==> src/rtl/midi_voice_allocator.sv <==
// MIDI voice allocator. It parses Note On, Note Off and CC 123 from the UART byte stream.
// It assigns notes to NUM_VOICES voices: a retrigger is tried first, then a free voice, then the LRU steal.
module midi_voice_allocator #(
    parameter int unsigned NUM_VOICES = 4,
    parameter int unsigned CHANNEL    = 0
) (
    input  logic                      i_Clk,
    input  logic                      i_Rst_L,
    input  logic                      i_RX_DV,
    input  logic [7:0]                i_RX_Byte,
    output logic [7*NUM_VOICES-1:0]   o_Voice_Note,
    output logic [7*NUM_VOICES-1:0]   o_Voice_Vel,
    output logic [NUM_VOICES-1:0]     o_Voice_Gate,
    output logic [NUM_VOICES-1:0]     o_Voice_Trig
);

    localparam int unsigned IW = (NUM_VOICES > 1) ? $clog2(NUM_VOICES) : 1;
    localparam int unsigned NW = 7;

    typedef enum logic [1:0] {ST_IDLE, ST_DATA1, ST_DATA2, ST_EXEC} state_t;
    typedef enum logic [1:0] {MSG_NONE, MSG_OFF, MSG_ON, MSG_CC} msg_t;

    state_t          state;
    msg_t            rs_msg;
    logic [NW-1:0]   d1_q;
    logic [NW-1:0]   d2_q;
    logic [NW-1:0]   note_q [NUM_VOICES];
    logic [NW-1:0]   vel_q  [NUM_VOICES];
    logic [IW-1:0]   rank_q [NUM_VOICES];

    msg_t            status_msg;
    logic            chan_ok;
    logic            hit;
    logic            free;
    logic [IW-1:0]   hit_idx;
    logic [IW-1:0]   free_idx;
    logic [IW-1:0]   old_idx;
    logic [IW-1:0]   sel_idx;
    logic            note_on;

    // Classify the incoming status byte by message type and channel
    always_comb begin
        status_msg = MSG_NONE;
        case (i_RX_Byte[7:4])
            4'h8:    status_msg = MSG_OFF;
            4'h9:    status_msg = MSG_ON;
            4'hB:    status_msg = MSG_CC;
            default: status_msg = MSG_NONE;
        endcase
        chan_ok = (CHANNEL >= 16) || (i_RX_Byte[3:0] == 4'(CHANNEL));
    end

    // Voice choice: a gated voice already holding d1, then the lowest free voice, then the oldest voice
    always_comb begin
        hit      = 1'b0;
        free     = 1'b0;
        hit_idx  = '0;
        free_idx = '0;
        old_idx  = '0;
        for (int v = NUM_VOICES - 1; v >= 0; v--) begin
            if (gate_hit(v)) begin
                hit     = 1'b1;
                hit_idx = IW'(v);
            end
            if (!o_Voice_Gate[v]) begin
                free     = 1'b1;
                free_idx = IW'(v);
            end
            if (rank_q[v] == IW'(NUM_VOICES - 1)) old_idx = IW'(v);
        end
        sel_idx = hit ? hit_idx : (free ? free_idx : old_idx);
        note_on = (rs_msg == MSG_ON) && (d2_q != '0);
    end

    function automatic logic gate_hit(input int v);
        return o_Voice_Gate[v] && (note_q[v] == d1_q);
    endfunction

    // Flatten the per-voice registers onto the output buses
    always_comb begin
        o_Voice_Note = '0;
        o_Voice_Vel  = '0;
        for (int v = 0; v < NUM_VOICES; v++) begin
            o_Voice_Note[NW*v +: NW] = note_q[v];
            o_Voice_Vel[NW*v +: NW]  = vel_q[v];
        end
    end

    // Parser FSM and voice state update
    always_ff @(posedge i_Clk or negedge i_Rst_L) begin
        if (!i_Rst_L) begin
            state        <= ST_IDLE;
            rs_msg       <= MSG_NONE;
            d1_q         <= '0;
            d2_q         <= '0;
            o_Voice_Gate <= '0;
            o_Voice_Trig <= '0;
            for (int v = 0; v < NUM_VOICES; v++) begin
                note_q[v] <= '0;
                vel_q[v]  <= '0;
                rank_q[v] <= IW'(v);
            end
        end else begin
            o_Voice_Trig <= '0;
            if (state == ST_EXEC) begin
                if (note_on) begin
                    note_q[sel_idx]       <= d1_q;
                    vel_q[sel_idx]        <= d2_q;
                    o_Voice_Gate[sel_idx] <= 1'b1;
                    o_Voice_Trig[sel_idx] <= 1'b1;
                    for (int v = 0; v < NUM_VOICES; v++) begin
                        if (IW'(v) == sel_idx)
                            rank_q[v] <= '0;
                        else if (rank_q[v] < rank_q[sel_idx])
                            rank_q[v] <= rank_q[v] + IW'(1);
                    end
                end else if (rs_msg == MSG_ON || rs_msg == MSG_OFF) begin
                    for (int v = 0; v < NUM_VOICES; v++)
                        if (gate_hit(v)) o_Voice_Gate[v] <= 1'b0;
                end else if (rs_msg == MSG_CC && d1_q == NW'(123)) begin
                    o_Voice_Gate <= '0;
                end
                state <= (rs_msg != MSG_NONE) ? ST_DATA1 : ST_IDLE;
            end else if (i_RX_DV) begin
                if (i_RX_Byte[7]) begin
                    // Realtime bytes (F8-FF) leave the parser untouched
                    if (i_RX_Byte < 8'hF8) begin
                        if (i_RX_Byte < 8'hF0 && status_msg != MSG_NONE && chan_ok) begin
                            rs_msg <= status_msg;
                            state  <= ST_DATA1;
                        end else begin
                            rs_msg <= MSG_NONE;
                            state  <= ST_IDLE;
                        end
                    end
                end else begin
                    case (state)
                        ST_IDLE: begin
                            if (rs_msg != MSG_NONE) begin
                                d1_q  <= i_RX_Byte[6:0];
                                state <= ST_DATA2;
                            end
                        end
                        ST_DATA1: begin
                            d1_q  <= i_RX_Byte[6:0];
                            state <= ST_DATA2;
                        end
                        ST_DATA2: begin
                            d2_q  <= i_RX_Byte[6:0];
                            state <= ST_EXEC;
                        end
                        default: ;
                    endcase
                end
            end
        end
    end

endmodule

==> config.mk <==
export PLATFORM = sky130hd
export DESIGN_NAME = midi_voice_allocator
export DESIGN_NICKNAME = d
export VERILOG_FILES = /design/src/rtl/midi_voice_allocator.sv
export SDC_FILE = /design/constraint.sdc
export NUM_CORES = 1
export LEC_CHECK = 0
export BUFFER_PORTS_ARGS = -buffer_cell sky130_fd_sc_hd__buf_2
export CORE_MARGIN = 2
export CORE_UTILIZATION = 39
export DETAILED_ROUTE_END_ITERATION = 12
export GPL_ROUTABILITY_DRIVEN = 1
export MAX_ROUTING_LAYER = met4
export PLACE_DENSITY = 0.61
export SLEW_MARGIN = 30
export SYNTH_ARGS = -nofsm -noshare
export SYNTH_HDL_FRONTEND = slang
export SYNTH_SLANG_ARGS = --single-unit
==> constraint.sdc <==
create_clock -name i_Clk -period 8.5 [get_ports i_Clk]
set_clock_uncertainty 0.15 [all_clocks]
set_input_delay 1.7 -clock i_Clk [delete_from_list [all_inputs] [get_ports i_Clk]]
set_output_delay 1.7 -clock i_Clk [all_outputs]
set_load 0.1 [all_outputs]
Word-level counts from Yosys, hierarchy flattened
Cells that the tools add are included.
{"block": "classes", "addsub": 4, "n_lt_le_gt_ge": 10, "eq_ne": 28, "muxes": 60, "n_bitwise": 4, "n_reduce_logical": 38}
{"op": "$mux W2", "n": 30}
{"op": "$bwmux W28", "n": 2}
{"op": "$eq A7 B7 Y1", "n": 4}
{"op": "$reduce_and A3 Y1", "n": 8}
{"op": "$mux W4", "n": 5}
{"op": "$eq A2 B2 Y1 const B", "n": 8}
{"op": "$lt A8 B8 Y1 const B", "n": 2}
{"op": "$reduce_bool A2 Y1", "n": 8}
{"op": "$mux W1", "n": 15}
{"op": "$demux W7 S2", "n": 1}
{"op": "$mux W7", "n": 2}
{"op": "$pmux W7 S2", "n": 1}
{"op": "$eq A4 B4 Y1 const B", "n": 3}
{"op": "$ne A3 B2 Y1 const B", "n": 4}
{"op": "$pmux W2 S3", "n": 2}
{"op": "$reduce_and A4 Y1", "n": 3}
{"op": "$logic_and A1 B1 Y1", "n": 10}
{"op": "$add A2 B1 Y2 const B", "n": 4}
{"op": "$lt A2 B2 Y1", "n": 4}
{"op": "$eq A7 B7 Y1 const B", "n": 1}
{"op": "$reduce_bool A7 Y1", "n": 1}
{"op": "$reduce_and A5 Y1", "n": 1}
{"op": "$reduce_bool A5 Y1", "n": 1}
{"op": "$bmux W2 S2", "n": 1}
{"op": "other kinds (19)", "n": 23}
{"block": "word_totals", "regBits": 90, "input_bits": 11, "output_inout_bits": 64, "word_cells": 165}

Longest topological paths before layout
Gate-level depths: netlist of run 1.
{"block": "logic_depth", "ltp_word": 14, "mapped_depth": 12, "ltp_nobuf": 9}

Worst setup path before layout of run 1
OpenSTA, ideal clock, no wires.
{"block": "synth_path", "path_type": "in2reg", "from": "input port i_RX_Byte[6]", "to": "register state[0]", "setup_time_ps": 99, "arrival_ps": 3074, "t_required_ps": 8251, "setup_slack_ps": 5177, "cell_stages": 6, "n_path_buf": 0, "path_cell_list": "or4b_2 > nor3_1 > nand3_1 > a21oi_1 > nor2_1 > a311oi_1"}
{"block": "synth_via", "elab_chain_len": 10, "word_cells_on_any_way": 16, "cone_classes": "2 x order compare; 4 x eq/ne; 6 x mux; 4 x reduce/logical"}
{"item": "start, declared", "line_no": "10", "text": "input logic [7:0] i_RX_Byte,"}
{"item": "$eq A4 B4 Y1", "line_no": "44", "text": "case (i_RX_Byte[7:4])"}
{"item": "$pmux W2 S3", "line_no": "44"}
{"item": "$reduce_bool A2 Y1", "line_no": "128", "text": "if (i_RX_Byte < 8'hF0 && status_msg != MSG_NONE && chan_ok) begin"}
{"item": "$logic_and A1 B1 Y1 (2 in series)", "line_no": "128"}
{"item": "$mux W1", "line_no": "128"}
{"item": "$mux W2", "line_no": "127", "text": "if (i_RX_Byte < 8'hF8) begin"}
{"item": "$mux W2", "line_no": "125", "text": "if (i_RX_Byte[7]) begin"}
{"item": "$mux W2", "line_no": "124", "text": "end else if (i_RX_DV) begin"}
{"item": "$mux W2", "line_no": "105", "text": "if (state == ST_EXEC) begin"}
{"item": "end signal, assigned", "line_no": "123", "text": "state <= (rs_msg != MSG_NONE) ? ST_DATA1 : ST_IDLE;"}
{"item": "end, declared", "line_no": "23", "text": "state_t state;"}
Several ways; a longest one is shown, not always the timed one. The select of a mux whose other input is x is not followed.
A chain may end at the register's enable or synchronous reset.

Worst setup path in the final report of run 1
Ends and elaborated chain as after synthesis.

==> impl_results.md, run 1 <==
- CTS sink count: 90
- Most frequent cells after synthesis: dfrtp_1, nand2_1, mux2_2
- Detailed-placement wirelength estimate: between 8000 and 9000 um
- Clk slew on worst S/H paths: around 0.060 ns
- Ys Warns: 0
- Post-Synth Adder-Cell Area: 1.90%
- Clk_lat worst skew: 0.33 ns
- Critical path capture point: state[0]$_DFFE_PN0P_
- Core area: roughly 11000 um2
- PostCTS Resize Cnt: 0
- Total CTS buffers: 9
- Die ar.: about 13000 um2
- EDFF count, synth: 0
- Initial antenna violation count: 0
- DR vias: around 3400
- Setup TNS: 0 ns
- WP data required: 8.58 ns
- Global-route wire length before repair: approximately 19000 um
- H-tree depth: 3
- Ys async rst share: between 90% and 100%
- Post-CTS setup repair buffer count: 0
- Slew at the pin closest to its max-slew limit: 0.901 ns
- R2r startpoint: d1_q[0]$_DFFE_PN0P_
- Final setup fails: 0
- Largest net degree at the start of global routing: between 50 and 60
- Crit Reg-Reg Endpoint: o_Voice_Note[26]$_DFFE_PN0P_
- Routability Congestion: 0.923
- Port bufs: 74
- Row cnt: 39
- Worst EP arrival: about 3.4 ns
- Layout fillers: 1055
- Cells after synthesis: 410
- DRC viols: 0
- DRT iter0 DRCs: 194
- Register-to-Register Path Depth: 7
- Final Hold Viols: 0
- Multi-input gate area: 2170 um2
- Reg2Reg Setup Slack: roughly 5.2 ns
- Max IR drop VDD: between 100 and 150 uV
- #FFs+latches synth: 90
- Top FF cell, synth: dfrtp_1
- Count leader, synth: dfrtp_1
- Root buffer cell: clkbuf_16
- CTS Buffer Depth: 2
- RSZ-0062 raised after global routing: no
- CTS tree: yes
- Synth-to-Final Area Change: 16.2%
- Post-CTS Hold Buffers: 0
- Critical path class: primary input to register
- Final setup margin: roughly 5.2 ns
- Endpoint type of the worst setup path: register
- Syn nets: about 430
- Netlist cell types: between 60 and 70
- Synth Area in Compound Gates: between 10 and 15%
- Yosys top cell by area: dfrtp_1
- Total wire length: between 10000 and 15000 um
- Die width: about 110 um
- Die height: ~110 um
- Status: complete, no violations
- Hold Crit Class: register to register
- Reg area: about 2300 um2
- Max-slew violation count: 0
- Synth Area in XOR/XNOR: about 5.3%
- Pre-CTS setup slack: 4.86 ns
- Share of cells above drive strength 1: around 35%
- Yosys top cell area share: between 40% and 50%
- Vias in the first global route: 3529
- Total GRT Usage: approximately a fifth
- Final period util: 39.1%
- Largest family of logic cells by synthesized area: simple AND/OR/NAND/NOR gates
- Maxcap violations: 0
- NumNets Final: ~500
- Global route overflow: 0
- Sequential area share after synthesis: between 40% and 50%
- Vias per cell: around 5.4
- Crit path launch type: primary input
- Drt wl/cell: about 18 um
- # diodes: 0
- Relative slew slack: about two fifths
- Synth area leaders: dfrtp_1, mux2_2, nand2_1
- P per Cell Area: around 220 nW/um2
- Crit Path Max Fanout: 4
- First drt pass iteration count: 5
- Period minus WS final: around 3.3 ns
- Max Freq: 0.301 GHz
- Synthesized area: ~4600 um2
- Starting Density: about two fifths
- Mux contribution to synthesized area: 13.7%
- Avg Cell Area, Syn: ~11 um2
- Static leakage: between 0.002 and 0.003 uW
- Worst setup startpoint: i_RX_Byte[6]
- Final ANT Viol Nets: 0
- I/O Pins: 75
- Simple-Gate Fraction of Synth Area: about 15%
[cell families after synthesis]
group                    after synthesis
AO/OA/AOI/OAI                         64
XOR/XNOR                              28
adder cells (fa/ha/maj)                7
AND/OR/NAND/NOR                      131
flip-flops                            90
multiplexers                          56
buffers and inverters                 34
[final cells by class]
| cell class | instances | share of cell area [%] |
|---|---|---|
| clock inverters | 3 | 1.21 |
| well taps | 143 | 3.33 |
| flip-flops and latches | 90 | 42.1 |
| repair buffers | 76 | 7.23 |
| multi-input cells | 286 | 40.4 |
| clock buffers | 13 | 4.66 |
| inverters | 15 | 1.05 |
[placed cells by master (no fill, tap or decap), types with 4 or more instances in the layout]
cell type / count
ha_1: 7
dfrtp_1: 86
a21oi_1: 13
nand2_1: 63
buf_2: 73
mux2_2: 53
o21ai_0: 14
clkbuf_16: 9
xor2_1: 6
nand4_1: 12
nand3_1: 5
inv_1: 14
dfstp_2: 4
nor3_1: 5
nor2_1: 18
xnor2_1: 22
[registers in the layout, summed over array words and instances (netlist names)]
| name | cells |
|---|---|
| d1_q | 7 |
| d2_q | 7 |
| o_Voice_Gate | 4 |
| o_Voice_Note | 28 |
| o_Voice_Trig | 4 |
| o_Voice_Vel | 28 |
| rank_q | 8 |
| rs_msg | 2 |
| state | 2 |
[layer usage]
metal,global-route usage (%),wire [um]
met5,-,0
met4,6.34,212
met3,4.23,556
met2,28.0,5030
met1,26.2,5350
[how the worst min path moves through the flow]
stage / from / endpoint / slack, ns / cells after the start
finish: o_Voice_Vel[14]$_DFFE_PN0P_ / o_Voice_Vel[14]$_DFFE_PN0P_ / 0.33 / 2
global route: o_Voice_Vel[15]$_DFFE_PN0P_ / o_Voice_Vel[15]$_DFFE_PN0P_ / 0.36 / 2
CTS: o_Voice_Vel[14]$_DFFE_PN0P_ / o_Voice_Vel[14]$_DFFE_PN0P_ / 0.33 / 2
detailed placement: o_Voice_Vel[14]$_DFFE_PN0P_ / o_Voice_Vel[14]$_DFFE_PN0P_ / 0.31 / 2
global placement: o_Voice_Vel[14]$_DFFE_PN0P_ / o_Voice_Vel[14]$_DFFE_PN0P_ / 0.31 / 2
floorplan: rs_msg[0]$_DFFE_PN0P_ / rs_msg[0]$_DFFE_PN0P_ / 0.33 / 2
[critical path: stages]
cell,delay [ns]
buf_2,0.12
or4b_2,0.66
nor3_1,0.29
nand3_1,0.17
a21oi_1,0.21
nor2_1,0.06
a311oi_1,0.20
[power by group]
part	switching, uW	leakage (uW)	internal, uW
Combinational	77.5	0.00128	83.5
Clock	155	0.000154	266
Sequential	121	0.00122	464
Total	353	0.00265	813
[per-stage QoR]
step	total power, uW	hold slack [ns]	cells	cell area, um2	util, %
finish	1170	0.329	626	5370	46.8
global route	1220	0.360	626	5370	46.8
CTS	1180	0.331	626	5370	46.8
detailed placement	756	0.310	610	5050	44.0
global placement	752	0.307	610	5040	44.0
floorplan	702	0.327	410	4620	-
Note: power is estimated with default switching activity, not from simulation.
==> inputs of run 2 (changes only) <==
--- a/config.mk
+++ b/config.mk
@@ -11,7 +11,7 @@
 export DETAILED_ROUTE_END_ITERATION = 12
 export GPL_ROUTABILITY_DRIVEN = 1
 export MAX_ROUTING_LAYER = met4
-export PLACE_DENSITY = 0.61
+export PLACE_DENSITY = 0.63
 export SLEW_MARGIN = 30
 export SYNTH_ARGS = -nofsm -noshare
 export SYNTH_HDL_FRONTEND = slang
==> constraint.sdc (replaced) <==
create_clock -name i_Clk -period 2.69 [get_ports i_Clk]
set_clock_uncertainty 0.15 [all_clocks]
set_input_delay 0.538 -clock i_Clk [delete_from_list [all_inputs] [get_ports i_Clk]]
set_output_delay 0.538 -clock i_Clk [all_outputs]
set_load 0.1 [all_outputs]
==> run 2 against run 1 <==
The run now ends with setup timing left. Combinational power rose to 5.1 times the previous value. Sequential cell count did not move. Global-route usage grew 1.7 points. Final area grew 13%. Sequential share of layout area decreased by 3.7 points. Die area is the same. Clock power rose to 2.9 times the previous value. Worst setup slack got worse by 5.3 ns. Worst hold slack worse by 0.0015 ns. First-iteration DRC count down 31%. Critical endpoint is now rank_q[2]$_DFFE_PN0P_.
==> impl_results.md, run 2 (synthesized netlist as in run 1, its figures left out) <==
- Total wire length: 12500 um
- Crit path launch type: register
- Core area: 11500 um2
- Max Freq: 0.354 GHz
- Pwr Total: roughly 3700 uW
- Die ar.: between 10000 and 15000 um2
- CTS Buffer Depth: 2
- Total GRT Usage: 20.8%
- First drt pass iteration count: 8
- Failing checks: setup timing
- Row cnt: 39
- Clk slew on worst S/H paths: approximately 0.07 ns
- Slew at the pin closest to its max-slew limit: around 0.56 ns
- Synth-to-Final Area Change: 31.7%
- Global route overflow: 0
- Hold Crit Class: register to register
- I/O Pins: 75
- Final Instance Area: about 6100 um2
- Clk_lat worst skew: approximately 0.34 ns
- Grt peak-use layer: met2
- DR vias: 3640
- WP data required: 2.79 ns
- Max incr delay on CP: about 0.55 ns
- Critical path capture point: rank_q[2]$_DFFE_PN0P_
- Register-to-Register Path Depth: 10
- Final Hold Viols: 0
- Drt wl/cell: 18.4 um
- Total CTS buffers: 9
- Share of cells above drive strength 1: 51.4%
- CP max stage cell: dfstp_2
- Endpoint type of the worst setup path: register
- Most common cell after layout, fill and taps aside: buf_2
- Worst EP arrival: just under 3 ns
- Vias per cell: 5.35
- Vias in the first global route: between 3000 and 4000
- Cell Count, Final, Fillers Out: ~700
- Final period util: 105%
- Max-slew violation count: 0
- Commonest cells after routing, fill and taps aside: buf_2, nand2_1, dfrtp_1
- R2r startpoint: rank_q[3]$_DFFE_PN1P_
- RSZ-0062 raised after global routing: yes
- H-tree depth: 3
- Period minus WS final: 2.82 ns
- Die height: 113 um
- Crit Path Max Fanout: 6
- CTS sink count: 90
- DRC viols: 0
- CTS tree: yes
- M2 GR Usage: approximately a third
- Die width: roughly 110 um
- Final setup margin: -0.132 ns
- GRT met3 Usage: 3.54%
- Largest net degree at the start of global routing: 45
- Worst-path cell chain: ha_4 > nor2b_4 > o311ai_4 > a41oi_2 > or4_4 > a21oi_4 > nor3_4 > buf_6 > a31o_1 > a221oi_2
- Crit Reg-Reg Endpoint: rank_q[2]$_DFFE_PN0P_
- Initial antenna violation count: 0
- DRT iter0 DRCs: 133
- Detailed-placement wirelength estimate: between 8000 and 9000 um
- P per Cell Area: about 620 nW/um2
- Cells after DPL: approximately 650
- Cell Area, Placed: ~5500 um2
- Worst setup startpoint: rank_q[3]$_DFFE_PN1P_
- Root buffer cell: clkbuf_16
- NumNets Final: between 500 and 600
- Static leakage: approximately 0.0029 uW
- Maxcap violations: 0
- Routability Congestion: approximately 0.88
- Reg2Reg Setup Slack: -0.13 ns
- Final ANT Viol Nets: 0
- Starting Density: 40.3%
- Max IR drop VDD: 380 uV
- Met1 usage in global routing: 27.4%
- Critical path class: register to register
- Port bufs: 74
- Global-route wire length before repair: between 20000 and 25000 um
- # diodes: 0
- Status: finished with violations
- Final setup fails: 22
- Relative slew slack: 62.6%
- WHS: around 0.33 ns
==> run 2: cell types whose count changed in the layout (fill, tap and decap cells not counted), moves of 3 or more <==
cell and delta:
buf_4 +46, dfrtp_1 -32, dfrtp_2 +17, dfrtp_4 +15
mux2_4 +14, mux2_2 -11, buf_12 +4, clkbuf_1 -3
clkinvlp_4 +3, ha_1 -3, mux2_1 -3
==> run 2: worst max-delay path, delay by kind of cell, from the launching register on <==
| family | cells | cell delay (ns) |
|---|---|---|
| AO/OA/AOI/OAI | 5 | 1.13 |
| AND/OR/NAND/NOR | 3 | 0.61 |
| flip-flops | 1 | 0.55 |
| adder cells (fa/ha/maj) | 1 | 0.14 |
| buffers and inverters | 1 | 0.14 |
==> run 2: layout make-up <==
cell class / count / area, um2
multi-input combinational: 287 / 2360
sequential: 90 / 2330
fill: 1028 / 5390
tap: 143 / 179
clock buffer: 11 / 253
timing repair buffer: 129 / 860
clock inverter: 5 / 37.5
inverter: 15 / 60.1
==> run 2: stage by stage <==
stage / setup slack [ns] / util, % / setup TNS [ns]
finish: -0.132 / 53.0 / -1.50
CTS: -0.0763 / 52.2 / -0.656
detailed placement: -0.132 / 48.0 / -0.959
global placement: -0.0765 / 48.0 / -0.214
global route: -0.258 / 53.0 / -5.13
floorplan: -0.0383 / - / -0.270
==> run 2: how the worst min path moves through the flow <==
stage / depth (start not counted) / endpoint / from
2_1_floorplan: 0 / d1_q[0]$_DFFE_PN0P_ / i_Rst_L
3_3_place_gp: 1 / o_Voice_Note[25]$_DFFE_PN0P_ / i_Rst_L
3_5_place_dp: 1 / o_Voice_Note[27]$_DFFE_PN0P_ / i_Rst_L
4_1_cts: 2 / o_Voice_Vel[17]$_DFFE_PN0P_ / o_Voice_Vel[17]$_DFFE_PN0P_
5_1_grt: 2 / d1_q[1]$_DFFE_PN0P_ / i_RX_Byte[1]
6_report: 2 / o_Voice_Vel[17]$_DFFE_PN0P_ / o_Voice_Vel[17]$_DFFE_PN0P_
==> run 2: layer usage <==
layer  up-vias  part of all wire, %
met3        15                  5.3
met5         -                    0
met4         0                  1.2
met2       114                   50
li1       1704                    -
met1      1807                   44
==> run 2: report_power, final <==
group,leakage [uW],internal [uW],switching (uW)
Clock,0.000138,680,548
Sequential,0.00116,1470,222
Combinational,0.00157,413,407
Total,0.00287,2560,1180
==> run 2: timing repair <==
action	CTS	global route
buffers inserted	5	3
endpoints found under the setup margin	35	62
hold endpoints to repair	15	0
hold buffers	1	0
gates resized for setup	29	9
cloned	1	1
pin swaps	8	4
